<file path="src/rtl/power_seq_pkg.sv">
// Shared definitions for the core sleep / memory power sequencer:
// state codes, register map and register bit positions.
package power_seq_pkg;

    typedef enum logic [2:0] {
        ST_RUN       = 3'd0,
        ST_SHUTDOWN  = 3'd1,
        ST_SLEEP     = 3'd2,
        ST_EXT_SLEEP = 3'd3,
        ST_WAKEUP    = 3'd4
    } pseq_state_e;

    localparam int unsigned REG_CTRL       = 32'h0;
    localparam int unsigned REG_STATUS     = 32'h4;
    localparam int unsigned REG_BANK_MASK  = 32'h8;
    localparam int unsigned REG_WAKE_DELAY = 32'hC;

    localparam int CTRL_SLEEP_EN     = 0;
    localparam int CTRL_EXT_EN       = 1;
    localparam int STAT_SLEEPING     = 0;
    localparam int STAT_EXT_SLEEPING = 1;
    localparam int STAT_STATE_LSB    = 4;

    function automatic logic is_ext(pseq_state_e s);
        return (s == ST_EXT_SLEEP) || (s == ST_WAKEUP);
    endfunction

    function automatic logic is_sleeping(pseq_state_e s);
        return (s == ST_SLEEP) || is_ext(s);
    endfunction

endpackage

</file>
<file path="src/rtl/power_seq_ls_tick_gen.sv">
// Low-speed tick: clk32_i rising edge brought into HCLK through a 2-flop
// synchroniser and a registered edge detect; clk32_en_i=0 ticks every cycle.
module ls_tick_gen (
    input  logic HCLK,
    input  logic HRESETn,
    input  logic clk32_i,
    input  logic clk32_en_i,
    output logic tick_o
);

    logic sync1_q, sync2_q, prev_q, edge_q;
    logic edge_d;

    always_comb begin
        edge_d = sync2_q & ~prev_q;
    end

    always_ff @(posedge HCLK or negedge HRESETn) begin
        if (!HRESETn) begin
            sync1_q <= 1'b0;
            sync2_q <= 1'b0;
            prev_q  <= 1'b0;
            edge_q  <= 1'b0;
        end else begin
            sync1_q <= clk32_i;
            sync2_q <= sync1_q;
            prev_q  <= sync2_q;
            edge_q  <= edge_d;
        end
    end

    assign tick_o = ~clk32_en_i | edge_q;

endmodule

</file>
<file path="src/rtl/power_seq_unit.sv">
// APB-controlled core sleep and memory bank power sequencer. Extended sleep
// power-gates a latched bank subset; wake-up releases banks one per step.
module power_seq_unit
    import power_seq_pkg::*;
#(
    parameter int APB_ADDR_WIDTH = 12,
    parameter int N_BANKS        = 4,
    parameter int CNT_WIDTH      = 8
) (
    input  logic                      HCLK,
    input  logic                      HRESETn,
    input  logic [APB_ADDR_WIDTH-1:0] PADDR,
    input  logic [31:0]               PWDATA,
    input  logic                      PWRITE,
    input  logic                      PSEL,
    input  logic                      PENABLE,
    output logic [31:0]               PRDATA,
    output logic                      PREADY,
    output logic                      PSLVERR,
    input  logic                      clk32_i,
    input  logic                      clk32_en_i,
    input  logic                      irq_i,
    input  logic                      event_i,
    input  logic                      core_busy_i,
    output logic                      fetch_en_o,
    output logic                      clk_gate_core_o,
    output logic                      mem_sleep_o,
    output logic [N_BANKS-1:0]        mem_gate_o
);

    localparam int IDX_W = (N_BANKS > 1) ? $clog2(N_BANKS) : 1;
    localparam logic [IDX_W-1:0] LAST_IDX = IDX_W'(N_BANKS - 1);

    pseq_state_e          state_q, state_d;
    logic                 sleep_en_q, sleep_en_d;
    logic                 ext_en_q, ext_en_d;
    logic [N_BANKS-1:0]   bank_mask_q, bank_mask_d;
    logic [CNT_WIDTH-1:0] wake_delay_q, wake_delay_d;
    logic [N_BANKS-1:0]   mask_q, mask_d;
    logic [CNT_WIDTH-1:0] dly_q, dly_d;
    logic [CNT_WIDTH-1:0] cnt_q, cnt_d;
    logic [IDX_W-1:0]     idx_q, idx_d;
    logic                 tick;
    logic                 step_done;

    ls_tick_gen u_tick (
        .HCLK       (HCLK),
        .HRESETn    (HRESETn),
        .clk32_i    (clk32_i),
        .clk32_en_i (clk32_en_i),
        .tick_o     (tick)
    );

    // APB decode: zero wait states, error on unmapped offsets or STATUS writes
    logic access, wr_en, rd_en, mapped;
    logic sel_ctrl, sel_stat, sel_mask, sel_dly;
    logic [31:0] prdata;
    logic unused_pwdata;

    assign access   = PSEL & PENABLE;
    assign wr_en    = access & PWRITE;
    assign rd_en    = access & ~PWRITE;
    assign sel_ctrl = (PADDR == APB_ADDR_WIDTH'(REG_CTRL));
    assign sel_stat = (PADDR == APB_ADDR_WIDTH'(REG_STATUS));
    assign sel_mask = (PADDR == APB_ADDR_WIDTH'(REG_BANK_MASK));
    assign sel_dly  = (PADDR == APB_ADDR_WIDTH'(REG_WAKE_DELAY));
    assign mapped   = sel_ctrl | sel_stat | sel_mask | sel_dly;
    assign PREADY   = 1'b1;
    assign PSLVERR  = access & (~mapped | (PWRITE & sel_stat));
    assign unused_pwdata = ^PWDATA;

    always_comb begin
        prdata = '0;
        if (rd_en) begin
            if (sel_ctrl) begin
                prdata[CTRL_SLEEP_EN] = sleep_en_q;
                prdata[CTRL_EXT_EN]   = ext_en_q;
            end
            if (sel_stat) begin
                prdata[STAT_SLEEPING]           = is_sleeping(state_q);
                prdata[STAT_EXT_SLEEPING]       = is_ext(state_q);
                prdata[STAT_STATE_LSB +: 3]     = state_q;
            end
            if (sel_mask) prdata[N_BANKS-1:0]   = bank_mask_q;
            if (sel_dly)  prdata[CNT_WIDTH-1:0] = wake_delay_q;
        end
    end

    assign PRDATA = prdata;

    // Hardware clears first so a same-cycle software write wins
    always_comb begin
        sleep_en_d   = sleep_en_q;
        ext_en_d     = ext_en_q;
        bank_mask_d  = bank_mask_q;
        wake_delay_d = wake_delay_q;
        if ((state_q == ST_SLEEP) || event_i) sleep_en_d = 1'b0;
        if (is_ext(state_q) || event_i)      ext_en_d   = 1'b0;
        if (wr_en && sel_ctrl) begin
            sleep_en_d = PWDATA[CTRL_SLEEP_EN];
            ext_en_d   = PWDATA[CTRL_EXT_EN];
        end
        if (wr_en && sel_mask) bank_mask_d  = PWDATA[N_BANKS-1:0];
        if (wr_en && sel_dly)  wake_delay_d = PWDATA[CNT_WIDTH-1:0];
    end

    // A gated step ends on the tick that finds cnt already at the delay
    assign step_done = ~mask_q[idx_q] | (tick & (cnt_q == dly_q));

    always_comb begin
        state_d = state_q;
        mask_d  = mask_q;
        dly_d   = dly_q;
        idx_d   = idx_q;
        cnt_d   = cnt_q;
        case (state_q)
            ST_RUN: begin
                if (sleep_en_q && !event_i) state_d = ST_SHUTDOWN;
            end
            ST_SHUTDOWN: begin
                if (event_i)                   state_d = ST_RUN;
                else if (!core_busy_i && !irq_i) state_d = ST_SLEEP;
            end
            ST_SLEEP: begin
                if (event_i)     state_d = ST_RUN;
                else if (irq_i)  state_d = ST_SHUTDOWN;
                else if (ext_en_q) begin
                    state_d = ST_EXT_SLEEP;
                    mask_d  = bank_mask_q;
                    dly_d   = wake_delay_q;
                end
            end
            ST_EXT_SLEEP: begin
                if (event_i) begin
                    state_d = ST_WAKEUP;
                    idx_d   = '0;
                    cnt_d   = '0;
                end
            end
            ST_WAKEUP: begin
                if (step_done) begin
                    cnt_d = '0;
                    if (idx_q == LAST_IDX) begin
                        state_d = ST_RUN;
                        idx_d   = '0;
                    end else begin
                        idx_d = idx_q + 1'b1;
                    end
                end else if (tick && (cnt_q != '1)) begin
                    cnt_d = cnt_q + 1'b1;
                end
            end
            default: state_d = ST_RUN;
        endcase
    end

    always_comb begin
        fetch_en_o      = 1'b0;
        clk_gate_core_o = 1'b1;
        mem_sleep_o     = 1'b0;
        mem_gate_o      = '0;
        case (state_q)
            ST_RUN:       fetch_en_o = ~(sleep_en_q & ~event_i);
            ST_SLEEP:     clk_gate_core_o = event_i;
            ST_EXT_SLEEP: begin
                clk_gate_core_o = 1'b0;
                mem_sleep_o     = 1'b1;
                mem_gate_o      = mask_q;
            end
            ST_WAKEUP: begin
                clk_gate_core_o = 1'b0;
                mem_sleep_o     = 1'b1;
                for (int i = 0; i < N_BANKS; i++)
                    mem_gate_o[i] = mask_q[i] & (IDX_W'(i) > idx_q);
            end
            default: ;
        endcase
    end

    always_ff @(posedge HCLK or negedge HRESETn) begin
        if (!HRESETn) begin
            state_q      <= ST_RUN;
            sleep_en_q   <= 1'b0;
            ext_en_q     <= 1'b0;
            bank_mask_q  <= '0;
            wake_delay_q <= '0;
            mask_q       <= '0;
            dly_q        <= '0;
            cnt_q        <= '0;
            idx_q        <= '0;
        end else begin
            state_q      <= state_d;
            sleep_en_q   <= sleep_en_d;
            ext_en_q     <= ext_en_d;
            bank_mask_q  <= bank_mask_d;
            wake_delay_q <= wake_delay_d;
            mask_q       <= mask_d;
            dly_q        <= dly_d;
            cnt_q        <= cnt_d;
            idx_q        <= idx_d;
        end
    end

endmodule

</file>
<file path="config.mk">
export PLATFORM = sky130hd
export DESIGN_NAME = power_seq_unit
export DESIGN_NICKNAME = d
export VERILOG_FILES = /design/src/rtl/power_seq_pkg.sv /design/src/rtl/power_seq_ls_tick_gen.sv /design/src/rtl/power_seq_unit.sv
export SDC_FILE = /design/constraint.sdc
export NUM_CORES = 1
export LEC_CHECK = 0
export ABC_CLOCK_PERIOD_IN_PS = 1700
export BUFFER_PORTS_ARGS = -buffer_cell sky130_fd_sc_hd__buf_2
export CAP_MARGIN = 20
export CORE_MARGIN = 5
export CORE_UTILIZATION = 45
export CTS_CLUSTER_DIAMETER = 80
export DETAILED_ROUTE_END_ITERATION = 16
export GPL_TIMING_DRIVEN = 0
export PLACE_DENSITY = 0.79
export SLEW_MARGIN = 20
export SYNTH_ARGS = -nofsm -noshare
export SYNTH_HDL_FRONTEND = slang
export SYNTH_SLANG_ARGS = --single-unit
</file>
<file path="constraint.sdc">
create_clock -name HCLK -period 1.7 [get_ports HCLK]
set_input_delay 0.17 -clock HCLK [delete_from_list [all_inputs] [get_ports HCLK]]
set_output_delay 0.17 -clock HCLK [all_outputs]
set_load 0.02 [all_outputs]
</file>
## After elaboration in Yosys (flattened, before gate mapping)

Cells that the tools add are included.

- Word-level logic and storage cells: 120
- Register bits after elaboration: 43
- Output and inout bits: 41
- Bits of input ports: 54

- Add/sub/neg operators: 2
- Reductions and logical operators: 23
- Bitwise logic cells: 26
- Equality and inequality tests: 17
- $lt $le $gt $ge: 5
- Muxes and demuxes: 34

Operators by type and width:

| kind | number |
|---|---|
| $mux 8 | 5 |
| $mux 3 | 10 |
| $eq 12x4->1 const B | 2 |
| $pmux 8 s2 | 1 |
| $pmux 3 s5 | 1 |
| $and 1x1->1 | 12 |
| $eq 12x3->1 const B | 1 |
| $logic_not 12->1 | 1 |
| $mux 2 | 5 |
| $add 8x1->8 const B | 1 |
| $eq 8x8->1 | 1 |
| $ne 8x8->1 const B | 1 |
| $not 1->1 | 8 |
| $pmux 4 s2 | 1 |
| $mux 1 | 7 |
| $eq 3x2->1 const B | 2 |
| $logic_and 1x1->1 | 6 |
| $ne 2x2->1 const B | 3 |
| $or 1x1->1 | 6 |
| $reduce_and 3->1 | 2 |
| $reduce_and 6->1 | 1 |
| $reduce_bool 2->1 | 3 |
| $gt 1x2->1 const A | 2 |
| $gt 2x2->1 const A | 2 |
| 18 further kinds | 23 |

## Depth between registers and ports, before layout

Gate-level depths: netlist (run 1).

- Depth after elaboration: 7
- Gate-level depth with buffers: 7
- Depth with buffers taken out: 6

## By module

Synthesis (run 1) repeated with hierarchy kept, for this count alone.

- Cells, all modules: 247
- Area total of the unflattened synthesis: 2555.0 µm²

Modules (own cells, without submodules):

| module | instances | area each (µm²) | seq. area each (µm²) | cells an instance |
|---|---|---|---|---|
| power_seq_unit | 1 | 2434.8 | 975.9 | 241 |
| ls_tick_gen | 1 | 120.1 | 100.1 | 6 |

## Worst setup path before layout (run 1)

Ideal clock, no wire load.

- Path kind: reg2out
- Start point: reg state_q[1]
- End point: out PRDATA[1]
- Buffers on the path: 0
- Data arrival time: 1.596 ns
- Slack: -0.066 ns
- Data required time: 1.530 ns
- Cell stages (with the launch flop): 6
- Cells stage by stage: dfrtp_1 > nor2_1 > nand2_1 > o21ai_1 > mux4_2 > and2_1

- Cells in the longest elaborated chain, start to end: 6
- Elaborated cells between the ends (all ways): 7
- Classes of those cells: eq/ne (2); mux (4); reduce/logical (1)

Ends and longest elaborated chain:

| element | RTL line | text |
|---|---|---|
| start, declared | power_seq_unit.sv:34 | `pseq_state_e state_q, state_d;` |
| start signal, assigned | power_seq_unit.sv:192 | `state_q <= state_d;` |
| $eq 3x2->1 or $eq 3x3->1 (tied branches) | power_seq_pkg.sv:25 | `return (s == ST_EXT_SLEEP) \|\| (s == ST_WAKEUP);` |
| $logic_or 1x1->1 (*) | power_seq_pkg.sv:25 |  |
| $mux 2 (*) | power_seq_unit.sv:79 | `if (sel_stat) begin` |
| $mux 4 (*) | power_seq_unit.sv:84 | `if (sel_mask) prdata[N_BANKS-1:0] = bank_mask_q;` |
| $mux 8 (*) | power_seq_unit.sv:85 | `if (sel_dly) prdata[CNT_WIDTH-1:0] = wake_delay_q;` |
| $mux 8 (*) | power_seq_unit.sv:74 | `if (rd_en) begin` |
| end, declared | power_seq_unit.sv:17 | `output logic [31:0] PRDATA,` |

Mark *: on every way between the ends. The rest lies on a longest branch, timed or not.

## Final worst setup path (run 1)

- Start point: reg state_q[1]
- End point: out PRDATA[0]

- Cells in the longest elaborated chain, start to end: 7
- Elaborated cells between the ends (all ways): 9
- Classes of those cells: eq/ne (3); mux (4); reduce/logical (2)

Ends and longest elaborated chain:

| element | RTL line | text |
|---|---|---|
| $eq 3x2->1 or $eq 3x3->1 (tied branches) | power_seq_pkg.sv:25 |  |
| $logic_or 1x1->1 | power_seq_pkg.sv:25 |  |
| $logic_or 1x1->1 (*) | power_seq_pkg.sv:29 | `return (s == ST_SLEEP) \|\| is_ext(s);` |
| $mux 2 (*) | power_seq_unit.sv:79 |  |
| $mux 4 (*) | power_seq_unit.sv:84 |  |
| $mux 8 (*) | power_seq_unit.sv:85 |  |
| $mux 8 (*) | power_seq_unit.sv:74 |  |

Marks and branches as above.

==> flow_summary.json, run 1 <==
{
  "setup_viol": 30,
  "slew-limit-headroom": 0.376,
  "dpl.hpwl_mm": 4.16,
  "layout_commonest_cell": "buf_2",
  "synth-seq-area-share": 0.416,
  "cts_tree": "done",
  "violations": "negative setup slack",
  "place.port_buffers": 42,
  "hold_viol": 0,
  "async_reset_ff_frac": 1.00,
  "rsz0062_at_grt": "true",
  "die_height_um": 85.8,
  "worstMarginPinSlew_ns": 0.935,
  "ant_nets": 0,
  "final_cells": 404,
  "tns_ns": -2.49,
  "grt_max_degree": 44,
  "cp.arrival_ns": 1.79,
  "die_w_um": 85.8,
  "track_usage": 0.165,
  "final_max_slew_viol_count": 0,
  "clkLatencyLatePin_ns": 0.30,
  "cts_num_sinks": 43,
  "wire_per_inst_um": 14.8,
  "power_mw": 2.68,
  "min_period_ns": 1.96,
  "skew_ns": 0.00481,
  "holdWs_ns": 0.00899,
  "first_pass_iters": 4,
  "n_antenna_cell": 0,
  "worstSetupPathType": "reg2out",
  "synthDistinctLibCells": 50,
  "core-area_sq_um": 5540,
  "clock_path_buffers": 2,
  "nNetsFinal": 391,
  "htreeDepth": 2,
  "cp-end-kind": "output pin",
  "synth_edf_count": 0,
  "max_freq_mhz": 511,
  "fin_area_sq_um": 3430,
  "drt_iter0_drc": 150,
  "via_per_inst": 5.07,
  "gp_congestion": 0.833,
  "status": "finished, violations left",
  "synth.cell_area_sq_um": 2580,
  "finalCritPeriodShare": 1.15,
  "row_count": 27,
  "irDropWorstVdd_v": 0.000778,
  "p_per_area_nw_per_um2": 781,
  "syn-instance-count": 242,
  "synthToLayoutAreaGrowth_pct": 32.6,
  "cts_buffers": 5,
  "crit_fanout": 6,
  "hp-class": "in2async",
  "avgSynthCellArea_sq_um": 10.7,
  "synthFlopType": "dfrtp_1",
  "grt_pass1_vias": 2071,
  "cp-start-kind": "flip-flop",
  "grt_overflow": 0,
  "ios": 95,
  "start_util": 0.467,
  "drive_gt1_frac": 0.488,
  "drv_cap": 0,
  "worst_slack_ns": -0.256,
  "root_buffer": "clkbuf_8",
  "power_leakage_nw": 1.79,
  "drc": 0,
  "dpl_cell_area_sq_um": 2990,
  "grt_pass1_wl_mm": 9.69,
  "crit_required_ns": 1.53,
  "wl_mm": 5.98,
  "antenna_found_initial": 0,
  "clkSlewWorstSetupHoldPaths_ns": 0.07,
  "reg2reg_depth": 5,
  "ys_warn_count": 0,
  "dp_cells": 379,
  "vias": 2050,
  "final_cell_mix": "42 x buf_2, 39 x buf_4, 37 x dfrtp_1",
  "fp.dieArea_sq_um": 7360,
  "ys_seq_elements": 43
}
==> state kept, by name, indices dropped and copies added (netlist names) <==
name,count
u_tick.sync1_q,1
idx_q,2
u_tick.edge_q,1
bank_mask_q,4
wake_delay_q,8
dly_q,8
ext_en_q,1
u_tick.prev_q,1
u_tick.sync2_q,1
sleep_en_q,1
state_q,3
mask_q,4
cnt_q,8
==> cells by family after synthesis <==
logic type / after synthesis / synth area share
DFF: 43 / 0.416
and+or+nand+nor: 81 / 0.166
AOI/OAI and AO/OA: 32 / 0.0934
buffers and inverters: 38 / 0.102
xor gates and xnor gates: 8 / 0.0271
adders and majority gates: 4 / 0.0194
other: 2 / 0.00291
muxes: 34 / 0.173
==> per-stage QoR <==
step	setup WS [ns]	utilization
after detailed placement	-0.212	0.540
final	-0.256	0.619
after global placement	-0.207	0.540
after global routing	-0.284	0.619
after floorplan	-0.0550	-
after CTS	-0.255	0.602
==> what timing repair did <==
action,4_1_cts,5_1_grt
hold buffers,1,0
setup endpoints to repair,35,38
gates resized for setup,32,15
buffers inserted,16,3
gates cloned,1,0
pin swaps,10,6
endpoints found under the hold margin,1,0
==> path summary, 6_finish.rpt <==
kind,to,start,slack [ns]
hold reg to reg,u_tick.sync2_q,u_tick.sync1_q,0.35
hold / removal,ext_en_q,HRESETn,0.009
min in group HCLK,wake_delay_q[7],PWDATA[7],0.10
max in group asynchronous,cnt_q[2],HRESETn,1.04
setup / recovery,PRDATA[0],state_q[1],-0.26
setup reg to reg,cnt_q[0],state_q[2],-0.11
==> power breakdown <==
group	leakage, nW	switching (mW)	internal, mW
Clock	0.0371	0.325	0.274
Combinational	1.18	0.494	0.434
Sequential	0.580	0.0686	1.08
Total	1.79	0.887	1.79
==> synthesized netlist by cell type, types with 2 or more instances <==
cell,instances,area share
o311ai_0,2,0.0068
nand2b_1,3,0.0073
mux2_2,16,0.070
nor2b_1,2,0.0048
xor2_1,7,0.024
buf_2,3,0.0058
a31o_2,3,0.010
o211ai_1,4,0.012
nand2_1,17,0.025
nor3_1,3,0.0058
ha_1,4,0.019
a21oi_1,4,0.0077
and3_1,3,0.0073
clkbuf_1,3,0.0044
dfrtp_1,43,0.42
nand3_1,5,0.0097
nor3b_1,2,0.0058
a31oi_1,4,0.0097
nor4_1,3,0.0073
a22o_1,3,0.010
inv_1,3,0.0044
a32o_1,2,0.0077
mux2i_1,5,0.019
conb_1,2,0.0029
mux2_4,10,0.058
o21a_1,2,0.0058
mux4_2,3,0.026
a211o_1,2,0.0068
buf_6,3,0.013
and2_1,5,0.012
nand4_1,6,0.015
nor2_1,23,0.033
buf_4,25,0.073
==> per-layer routing <==
layer  wire length, um  track usage  share of wire  up-vias
met5                 0            0              0        -
met2              2990        0.279           0.50       75
met1              2450        0.204           0.41      967
li1                  -            -              -      996
met4               136       0.0763          0.023        0
met3               404       0.0307          0.068       12
==> layout make-up <==
cell class                 instances  area (sq um)
clock buffer                       6          72.6
buffer                            32           245
multi-input combinational        184          1490
tap                               72          90.1
sequential                        43          1080
inverter                           4          15.0
timing repair buffer              63           430
fill                             449          2110
==> worst max-delay path: stages (launching register included) <==
cell	delay, ns
dfrtp_2	0.44
buf_6	0.13
nand2b_4	0.10
nand2_2	0.06
mux4_2	0.48
and2_4	0.16
buf_6	0.12
Note: power is estimated with default switching activity, not from simulation.
==> run 2: changes to the inputs <==
--- a/config.mk
+++ b/config.mk
@@ -8,12 +8,15 @@
 export ABC_CLOCK_PERIOD_IN_PS = 1700
 export BUFFER_PORTS_ARGS = -buffer_cell sky130_fd_sc_hd__buf_2
 export CAP_MARGIN = 20
+export CELL_PAD_IN_SITES_DETAIL_PLACEMENT = 0
+export CELL_PAD_IN_SITES_GLOBAL_PLACEMENT = 2
 export CORE_MARGIN = 5
-export CORE_UTILIZATION = 45
+export CORE_UTILIZATION = 27
 export CTS_CLUSTER_DIAMETER = 80
 export DETAILED_ROUTE_END_ITERATION = 16
 export GPL_TIMING_DRIVEN = 0
-export PLACE_DENSITY = 0.79
+export PLACE_DENSITY = 0.78
+export REMOVE_ABC_BUFFERS = 1
 export SLEW_MARGIN = 20
 export SYNTH_ARGS = -nofsm -noshare
 export SYNTH_HDL_FRONTEND = slang
==> run 2 against run 1 <==
Effect of this change:
- the flow still finishes with violations (negative setup slack)
- clock-buffer cell count shrank 1
- register-to-register slack lost 0.05 ns
- global-route usage shrank 5.5 points
- final cell count grew 9.2%
- die area grew 58%
- total power grew 2.5%
- via count shrank 4.3%
- sequential power is essentially flat
- final area shrank 4.0%
- critical path type unchanged
==> flow_summary.json, run 2 (synthesis gave the netlist of run 1 again) <==
{
  "status": "finished, violations left",
  "violations": "negative setup slack",
  "utilization": 0.354,
  "via_per_inst": 4.45,
  "setup_viol": 26,
  "drt_iter0_drc": 89,
  "layout_commonest_cell": "buf_2",
  "hold_path_end": "wake_delay_q[6]",
  "drc": 0,
  "dpl.hpwl_mm": 4.53,
  "vias": 1961,
  "largestRegisters": "cnt_q x8, dly_q x8, wake_delay_q x8",
  "worstMarginPinSlew_ns": 0.697,
  "ant_nets": 0,
  "grt_pass1_wl_mm": 10.2,
  "cp_cell_sequence": "buf_6, nand2b_4, o21ai_4, mux4_2, and2_4, buf_6",
  "hold_depth": 2,
  "slew-limit-headroom": 0.533,
  "cts_tree": "done",
  "die_height_um": 108,
  "crit_slowest_cell": "dfrtp_2",
  "clkLatencyLatePin_ns": 0.30,
  "first_pass_iters": 4,
  "final_cells": 441,
  "p_per_area_nw_per_um2": 834,
  "reg2reg_from": "state_q[2]",
  "row_count": 35,
  "drive_gt1_frac": 0.452,
  "timing.rr.end": "mask_q[3]",
  "final_cell_mix": "42 x buf_2, 35 x dfrtp_1, 25 x conb_1",
  "max_stage_delay_ns": 0.45,
  "hold_viol": 0,
  "power_leakage_nw": 1.65,
  "p_int_mw": 1.80,
  "reg2reg_depth": 6,
  "combPwrFrac": 0.330,
  "synthToLayoutAreaGrowth_pct": 27.3,
  "rsz0062_at_grt": "true",
  "max_freq_mhz": 517,
  "die_w_um": 108,
  "dpl_cell_area_sq_um": 2810,
  "worst_slack_ns": -0.235,
  "worstSetupPathType": "reg2out",
  "clock_path_buffers": 2,
  "wl_mm": 6.31,
  "holdCritStartpoint": "PWDATA[6]",
  "cts_num_sinks": 43,
  "final_max_slew_viol_count": 0,
  "clkSlewWorstSetupHoldPaths_ns": 0.09,
  "gp_congestion": 0.790,
  "place.port_buffers": 45,
  "grt_overflow": 0,
  "start_util": 0.278,
  "hp-class": "in2reg",
  "finalCritPeriodShare": 1.14,
  "dp_cells": 405,
  "antenna_found_initial": 0,
  "core-area_sq_um": 9280,
  "cp.arrival_ns": 1.76,
  "path_buf_inv": 2,
  "cpMostUsedCell": "buf_6",
  "cp-end-kind": "output pin",
  "use_met1": 0.154,
  "cp_top_family": "flip-flops",
  "irDropWorstVdd_v": 0.000364,
  "cp-start-kind": "flip-flop",
  "crit_required_ns": 1.53,
  "ios": 95,
  "fin_area_sq_um": 3290,
  "crit_fanout": 5,
  "root_buffer": "clkbuf_8",
  "min_period_ns": 1.93,
  "r2r_slack_ns": -0.16,
  "fp.dieArea_sq_um": 11600,
  "switchingPower_mw": 0.942,
  "skew_ns": 0.00817,
  "htreeDepth": 2,
  "wire_per_inst_um": 14.3,
  "cts_buffers": 5,
  "track_usage": 0.110,
  "grt_util_met3": 0.0246,
  "nNetsFinal": 369,
  "use_met2": 0.171,
  "grt_pass1_vias": 1969,
  "grt_busiest_layer": "met2",
  "drv_cap": 0,
  "pwr-share-clk": 0.247,
  "swShare": 0.343,
  "n_antenna_cell": 0,
  "p_seq_frac": 0.422,
  "grt_max_degree": 44
}
-- run 2: changes by cell type in the layout (fill, tap and decap cells not counted), sizes merged --
cell | before | now
clkinv | 0 | 2
clkbuf | 9 | 5
dlygate4sd3 | 1 | 2
clkinvlp | 0 | 1
nand2 | 18 | 19
buf | 91 | 70
-- run 2: how the worst max path moves through the flow --
stage                    start    endpoint  slack (ns)  cells past startpoint
global route        state_q[1]   PRDATA[1]       -0.31                      6
CTS                 state_q[1]   PRDATA[0]       -0.23                      6
finish              state_q[1]   PRDATA[1]       -0.23                      6
detailed placement    cnt_q[4]  state_q[2]       -0.43                      5
floorplan             cnt_q[5]    cnt_q[0]        -0.1                      5
global placement      cnt_q[4]  state_q[2]       -0.43                      5
-- run 2: cell type report --
type | count | area (sq um)
multi-input combinational | 185 | 1460
fill | 946 | 5990
sequential | 43 | 1090
inverter | 4 | 22.5
timing repair buffer | 72 | 463
clock buffer | 5 | 68.8
tap | 129 | 161
clock inverter | 3 | 25.0
-- run 2: metrics by stage --
stage          worst slack, ns  hold WS (ns)  setup TNS (ns)  power [mW]
2_1_floorplan          -0.0991        -0.126           -1.10        1.59
3_3_place_gp            -0.427         0.280          -10.02        1.80
3_5_place_dp            -0.426         0.280          -10.01        1.81
4_1_cts                 -0.234        0.0595           -1.73        2.70
5_1_grt                 -0.307        0.0850           -4.96        2.93
6_report                -0.235        0.0944           -3.18        2.74
-- run 2: repair_timing --
item,in CTS,in global routing
hold endpoints to repair,1,43
buffers inserted,17,10
gates resized for setup,37,13
setup endpoints to repair,37,47
cloned,2,0
hold buffers,1,1
pin swaps,9,9
-- run 2: power groups by stage --
stage	Combinational [mW]	Sequential [mW]	Clock, mW
after floorplan	0.428	1.16	0
after global placement	0.597	1.20	0
after detailed placement	0.604	1.20	0
after CTS	0.838	1.15	0.704
after global routing	1.00	1.17	0.757
final	0.906	1.16	0.679
-- run 2: layer usage --
layer  wire length [um]  part of all wire
met4                 72             0.011
met3                371             0.059
met2               2890              0.46
met1               2970              0.47
met5                  0                 0
==> run 3: changes to the inputs <==
--- a/config.mk
+++ b/config.mk
@@ -8,14 +8,12 @@
 export ABC_CLOCK_PERIOD_IN_PS = 1700
 export BUFFER_PORTS_ARGS = -buffer_cell sky130_fd_sc_hd__buf_2
 export CAP_MARGIN = 20
-export CELL_PAD_IN_SITES_DETAIL_PLACEMENT = 0
-export CELL_PAD_IN_SITES_GLOBAL_PLACEMENT = 2
 export CORE_MARGIN = 5
-export CORE_UTILIZATION = 27
+export CORE_UTILIZATION = 33
 export CTS_CLUSTER_DIAMETER = 80
 export DETAILED_ROUTE_END_ITERATION = 16
 export GPL_TIMING_DRIVEN = 0
-export PLACE_DENSITY = 0.78
+export PLACE_DENSITY = 0.61
 export REMOVE_ABC_BUFFERS = 1
 export SLEW_MARGIN = 20
 export SYNTH_ARGS = -nofsm -noshare
==> run 3 against run 2 <==
Effect of this change:
- clock power increased by 4.7%
- largest power group unchanged
- wire length shrank 6.0%
- final area decreased by 1.3%
- clock skew up 0.0023 ns
- worst setup slack better by 0.025 ns
- critical path type unchanged
- clock-buffer cell count up 1
- flip-flop and latch count did not move
- total power decreased by 0.99%
- final cell count fell by 7.9%
- critical path depth shrank 1
- sequential share of layout area grew 0.41 points
- combinational power shrank 5.6%
- the run still ends with negative setup slack left
==> flow_summary.json, run 3 (synthesis gave the netlist of run 1 again) <==
{
  "status": "finished, violations left",
  "violations": "negative setup slack",
  "wl_met1_mm": 2.61,
  "power_mw": 2.72,
  "crit_fanout": 5,
  "grt_pass1_vias": 2018,
  "clkLatencyLatePin_ns": 0.30,
  "row_count": 32,
  "wl_met2_mm": 2.67,
  "dpl_cell_area_sq_um": 2780,
  "r2r_slack_ns": -0.17,
  "min_period_ns": 1.91,
  "layout_commonest_cell": "buf_2",
  "pwr-share-clk": 0.262,
  "final_cells": 406,
  "slew-limit-headroom": 0.561,
  "htreeDepth": 2,
  "clkSlewWorstSetupHoldPaths_ns": 0.09,
  "grt_overflow": 0,
  "synthToLayoutAreaGrowth_pct": 25.6,
  "combPwrFrac": 0.315,
  "crit_required_ns": 1.53,
  "drc": 0,
  "p_per_area_nw_per_um2": 837,
  "final_cell_mix": "42 x buf_2, 36 x dfrtp_1, 25 x conb_1",
  "power_leakage_nw": 1.61,
  "wl_mm": 5.93,
  "die_w_um": 98.5,
  "cts_tree": "done",
  "top_layer_used": "met4",
  "cp_cell_sequence": "nand2b_4, o21ai_4, mux4_2, and2_4, buf_6",
  "die_height_um": 98.5,
  "cp_top_family": "multiplexers",
  "cp.arrival_ns": 1.74,
  "fin_area_sq_um": 3250,
  "place.port_buffers": 45,
  "nNetsFinal": 361,
  "dp_cells": 378,
  "post-place-ws_ns": -0.423,
  "drt_iter0_drc": 78,
  "utilization": 0.422,
  "dpl.hpwl_mm": 4.02,
  "crit_slowest_cell": "mux4_2",
  "routed-wl-met3_um": 463,
  "wire_per_inst_um": 14.6,
  "worstSetupPathType": "reg2out",
  "start_util": 0.336,
  "vias": 1973,
  "antenna_found_initial": 0,
  "root_buffer": "clkbuf_8",
  "largestRegisters": "cnt_q x8, dly_q x8, wake_delay_q x8",
  "path_buf_inv": 1,
  "grt_max_degree": 44,
  "hp-class": "in2reg",
  "tns_ns": -3.05,
  "cp-end-kind": "output pin",
  "drive_gt1_frac": 0.461,
  "via_per_inst": 4.86,
  "drv_cap": 0,
  "rsz0062_at_grt": "true",
  "fp.dieArea_sq_um": 9700,
  "ant_nets": 0,
  "first_pass_iters": 4,
  "track_usage": 0.125,
  "final_max_slew_viol_count": 0,
  "hold_viol": 0,
  "irDropWorstVdd_v": 0.000565,
  "n_antenna_cell": 0,
  "skew_ns": 0.0105,
  "finalCritPeriodShare": 1.12,
  "clock_path_buffers": 2,
  "cts_num_sinks": 43,
  "grt_pass1_wl_mm": 9.85,
  "swShare": 0.343,
  "cts_buffers": 5,
  "setup_viol": 26,
  "ios": 95,
  "holdWs_ns": 0.0948,
  "max_freq_mhz": 524,
  "gp_congestion": 0.829,
  "switchingPower_mw": 0.931,
  "p_int_mw": 1.79,
  "core-area_sq_um": 7690,
  "cp-start-kind": "flip-flop",
  "worstMarginPinSlew_ns": 0.654,
  "p_seq_frac": 0.424,
  "max_stage_delay_ns": 0.46,
  "worst_slack_ns": -0.210
}
run 3: per-layer routing:
layer | track usage | vias to the layer above
li1 | - | 942
met1 | 0.160 | 929
met2 | 0.199 | 90
met3 | 0.0368 | 12
met4 | 0.0504 | 0
met5 | 0 | -
run 3: area by class of cell:
type | count | area [sq um]
Sequential cell | 43 | 1080
Multi-Input combinational cell | 185 | 1510
Fill cell | 748 | 4440
Tap cell | 102 | 128
Inverter | 4 | 22.5
Timing Repair Buffer | 64 | 404
Clock buffer | 6 | 82.6
Clock inverter | 2 | 16.3
run 3: final timing paths:
| check | startpoint | end | cells after the start |
|---|---|---|---|
| setup / recovery | state_q[2] | PRDATA[1] | 5 |
| hold reg to reg | u_tick.sync1_q | u_tick.sync2_q | 0 |
| setup reg to reg | state_q[2] | mask_q[1] | 6 |
| max in group asynchronous | HRESETn | state_q[2] | 2 |
| min in group asynchronous | HRESETn | mask_q[1] | 2 |
| hold / removal | PWDATA[4] | wake_delay_q[4] | 2 |
run 3: timing repair:
| action | in CTS | in global routing |
|---|---|---|
| endpoints found under the setup margin | 37 | 38 |
| cloned | 1 | 0 |
| hold buffers | 1 | 1 |
| pin swaps | 7 | 7 |
| resized for setup | 30 | 21 |
| hold endpoints to repair | 1 | 43 |
| setup buffers | 15 | 2 |
run 3: worst register-to-register path: cells and delay by family (launching register included):
family | cells | cell delay, ns
and+or+nand+nor | 3 | 0.74
DFF | 1 | 0.45
muxes | 1 | 0.33
buffers and inverters | 2 | 0.25
run 3: power by group through the flow:
stage	Clock (mW)	Combinational [mW]	Sequential [mW]
detailed placement	0	0.597	1.19
global route	0.776	0.941	1.16
global placement	0	0.594	1.19
CTS	0.717	0.816	1.15
floorplan	0	0.428	1.16
finish	0.711	0.855	1.15
